$ cat src/rtl/tdm_demux1to4.sv
// Receive-side 1-to-4 time-division demultiplexer: locks on a lane-0 sync marker,
// collects four serial lane samples and publishes them in parallel with a valid pulse.
module tdm_demux1to4 #(
  parameter int WIDTH = 1
) (
  input  logic               clk,
  input  logic               rst_n,
  input  logic               enbl,
  input  logic               sync,
  input  logic [WIDTH-1:0]   din,
  output logic [1:0]         s,
  output logic [4*WIDTH-1:0] d,
  output logic               valid,
  output logic               err
);

  typedef enum logic {
    IDLE = 1'b0,
    RUN  = 1'b1
  } state_t;

  state_t               state_q, state_d;
  logic [1:0]           slot_q, slot_d;
  logic [3*WIDTH-1:0]   shadow_q, shadow_d;
  logic [4*WIDTH-1:0]   d_q, d_d;
  logic                 valid_q, valid_d;
  logic                 err_q, err_d;

  // Next-state: slot tracking, shadow capture, frame publish and resync detection
  always_comb begin
    state_d  = state_q;
    slot_d   = slot_q;
    shadow_d = shadow_q;
    d_d      = d_q;
    valid_d  = 1'b0;
    err_d    = 1'b0;
    if (enbl) begin
      case (state_q)
        IDLE: begin
          if (sync) begin
            shadow_d[0 +: WIDTH] = din;
            slot_d               = 2'd1;
            state_d              = RUN;
          end else begin
            state_d = IDLE;
          end
        end
        RUN: begin
          case (slot_q)
            2'd0: begin
              shadow_d[0 +: WIDTH] = din;
              slot_d               = 2'd1;
            end
            2'd1, 2'd2: begin
              // A sync here means the transmitter restarted; drop the partial frame
              if (sync) begin
                shadow_d[0 +: WIDTH] = din;
                slot_d               = 2'd1;
                err_d                = 1'b1;
              end else if (slot_q == 2'd1) begin
                shadow_d[WIDTH +: WIDTH] = din;
                slot_d                   = 2'd2;
              end else begin
                shadow_d[2*WIDTH +: WIDTH] = din;
                slot_d                     = 2'd3;
              end
            end
            default: begin
              d_d     = {din, shadow_q};
              slot_d  = 2'd0;
              valid_d = 1'b1;
            end
          endcase
        end
        default: begin
          state_d = IDLE;
          slot_d  = 2'd0;
        end
      endcase
    end else begin
      state_d = state_q;
    end
  end

  // State and output registers
  always_ff @(posedge clk or negedge rst_n) begin
    if (!rst_n) begin
      state_q  <= IDLE;
      slot_q   <= 2'd0;
      shadow_q <= '0;
      d_q      <= '0;
      valid_q  <= 1'b0;
      err_q    <= 1'b0;
    end else begin
      state_q  <= state_d;
      slot_q   <= slot_d;
      shadow_q <= shadow_d;
      d_q      <= d_d;
      valid_q  <= valid_d;
      err_q    <= err_d;
    end
  end

  assign s     = slot_q;
  assign d     = d_q;
  assign valid = valid_q;
  assign err   = err_q;

endmodule

$ cat config.mk
export PLATFORM = sky130hd
export DESIGN_NAME = tdm_demux1to4
export DESIGN_NICKNAME = d
export VERILOG_FILES = /design/src/rtl/tdm_demux1to4.sv
export SDC_FILE = /design/constraint.sdc
export NUM_CORES = 1
export LEC_CHECK = 0
export BUFFER_PORTS_ARGS = -buffer_cell sky130_fd_sc_hd__buf_2
export CORE_ASPECT_RATIO = 1.2
export CORE_UTILIZATION = 25
export DETAILED_ROUTE_END_ITERATION = 8
export SLEW_MARGIN = 20
export SYNTH_ARGS = -nofsm -noshare
export SYNTH_HDL_FRONTEND = slang
export SYNTH_SLANG_ARGS = --single-unit
$ cat constraint.sdc
create_clock -name clk -period 1.83 [get_ports clk]
set_input_delay 0.0915 -clock clk [delete_from_list [all_inputs] [get_ports clk]]
set_output_delay 0.0915 -clock clk [all_outputs]
set_load 0.01 [all_outputs]
==> results.cfg <==
[timing]
clock_skew_ps = 1.91
slew_viol_final = 0
setup_viol_count_final = 0
worst_pin_slew_ps = 488
period_share_pct = 89.7
rsz0062_at_grt = no
timing.fmax_mhz = 609
hold_violations = 0
slew_headroom_pct = 66.7
finalSetupTns_ps = 0
fin_crit_ps = 1640

[pwr]
p_int_mw = 0.695
p_seq_share_pct = 42.0
peakVddDrop_mv = 0.352
p_clk_share_pct = 19.9
p_switching_mw = 0.337
leakagePower_nw = 0.354
p_per_area_nw_per_um2 = 1480
power.share.combinational_pct = 38.0
swShare_pct = 32.7
power_mw = 1.03

[die]
die_w_um = 45.0
coreArea_sq_um = 2070
dieArea_sq_um = 2420
initial_core_util_pct = 26.8
fp.dieH_um = 53.6
rows = 18
io_pins = 13

[global_routing]
grt_pass1_vias = 372
grt_max_degree = 13
gr-usage-all-layers_pct = 9.73
grt_pass1_wl_um = 1620
grt_overflow = 0
antenna_found_initial = 0

[finish]
area_growth_pct = 25.9
drive_gt1_share_pct = 37.1
regArea_sq_um = 300
fin_cells = 92
layout.nets = 73
multiInputGateArea_sq_um = 240
fill_cells = 227
n_antenna_cell = 0

[worst_hold_path]
holdCritPathClass = in -> reg
holdCritStartpoint = sync
holdPathStages = 3
min_to = err

[clock_network]
clock_sinks = 12
cts.clk_slew.worst_paths_ps = 70
cts_resized = 0
cts_buffers = 3
ctsHtreeMaxLevel = 1
cts_tree = built
root_buffer = clkbuf_4
insertion_delay_ps = 270
clockBufferDepth = 2

[synthesis]
yosysMostFrequentCell = dfrtp_1
synth_area_leaders = dfrtp_1, mux2_2, ha_1
synthMuxAreaShare_pct = 14.2
syn-num-nets = 55
synth_top_area_share_pct = 54.1
synthArstFlopShare_pct = 100
synth-edff-count = 0
avgSynthCellArea_sq_um = 12.3
yosysSeqAreaShare_pct = 54.1
ys_ff_latch = 12
synth_fa_ha_area_share_pct = 11.3
synth_warnings = 0
netlist_area_sq_um = 556
yosysUniqueCellTypes = 17
syn_inst = 45
ys.flop_type = dfrtp_1
yosys.area.top_type = dfrtp_1
synth-compound-area-share_pct = 6.53
synthSimpleGateAreaFrac_pct = 11.3
yosys-top-cells-count = dfrtp_1, mux2_2, ha_1, inv_1, nand2_1
synth_top_family_by_area = multiplexers
yosys.area_share.xor_xnor_pct = 0

[route]
drt-total-wl_um = 946
drc = 0
drt_iter0_drc = 4
wire_per_inst_um = 10.3
via_per_inst = 4.15
ant_nets = 0
drt_pass1_iterations = 2
vias = 382

[setup_path]
cp-start-kind = flop
cp_data_required_time_ps = 1980
critPathCaptureType = flop
rr_worst_depth = 5
critPathSlowestCell = dfrtp_1
r2r-end = shadow_q[0]
arrival_ps = 1800
worstPathCellList = inv_1 > ha_1 > and4b_1 > a31oi_1 > mux2_1
cpPeakStageDelay_ps = 420
path_class = reg -> reg
r2r_slack_ps = 190
timing.rr.start = s[0]
crit_fanout = 5

[placement]
place_congestion = 0.698
numPortBuffers = 12
hpwl_um = 737
placed_cells = 87

[run_status]
status = finished clean

[run]
maxCapViolCount = 0
[per-stage QoR]
step                hold WS [ps]  area, sq um  util (%)  setup WS (ps)
floorplan                   -204          556         -            218
global placement           -20.3          653      31.5            200
CTS                         74.3          699      33.8            179
global route                95.2          699      33.8           38.0
detailed placement         -15.2          653      31.5            188
finish                      75.6          699      33.8            189
[worst max-delay path by stage]
stage | endpoint | cells past startpoint | start | slack (ps)
floorplan | shadow_q[0] | 5 | s[0] | 220
global placement | shadow_q[0] | 5 | s[0] | 200
detailed placement | shadow_q[0] | 5 | s[0] | 190
CTS | shadow_q[0] | 5 | s[0] | 180
global route | shadow_q[0] | 5 | s[1] | 40
finish | shadow_q[0] | 5 | s[0] | 190
[critical path, delay by kind of cell (launching register included)]
kind | cells | cell delay [ps]
flops | 1 | 420
fa+ha+maj | 1 | 330
mux | 1 | 330
simple gates | 1 | 200
compound gates | 1 | 150
buf+inv | 1 | 100
[flip-flops by register name, summed over array words and instances (netlist names)]
register / cells
s: 2
shadow_q: 3
err: 1
d: 4
state_q: 1
valid: 1
[layer usage]
| layer | part of all wire [%] | vias up | GRT usage [%] |
|---|---|---|---|
| met5 | 0 | - | 0 |
| met4 | 2.6 | 0 | 7.58 |
| met3 | 3.9 | 4 | 2.01 |
| met2 | 49 | 10 | 15.9 |
| met1 | 44 | 176 | 10.8 |
| li1 | - | 192 | - |
[cells by family after synthesis]
| kind of cell | count (synthesis) |
|---|---|
| compound gates | 5 |
| fa+ha+maj | 5 |
| buf+inv | 4 |
| flops | 12 |
| mux | 7 |
| simple gates | 12 |
[layout make-up]
cell class	instances	area share, %
flip-flops and latches	12	42.9
multi-input cells	29	34.3
repair buffers	13	10.0
well taps	30	5.37
clock buffers	4	5.19
inverters	4	2.15
[power by group through the flow]
stage          combinational [mW]  clock, mW  sequential, mW
6_report                    0.393      0.206           0.434
5_1_grt                     0.456      0.230           0.452
4_1_cts                     0.399      0.212           0.436
3_5_place_dp                0.396          0           0.442
3_3_place_gp                0.397          0           0.437
2_1_floorplan               0.232          0           0.471
[cell usage in the layout (no fill, tap or decap)]
cell type,synthesis,routed
nor2b_1,1,1
and4b_1,1,1
clkbuf_4,0,3
nand4b_1,1,1
ha_1,5,5
clkbuf_8,0,1
buf_2,0,12
o21ai_0,1,1
nand2_1,4,4
a2111oi_0,1,1
inv_1,4,4
dfrtp_1,12,12
mux2_1,1,1
nor2_1,3,3
dlygate4sd3_1,0,1
nand2b_1,1,1
nand3_1,1,1
a21o_2,1,1
a211oi_1,1,1
mux2_2,6,6
a31oi_1,1,1
[timing repair]
item                                   CTS  global route
hold buffers                             1             0
endpoints found under the hold margin   12             0
setup buffers                            0             0
Note: power is estimated with default switching activity, not from simulation.
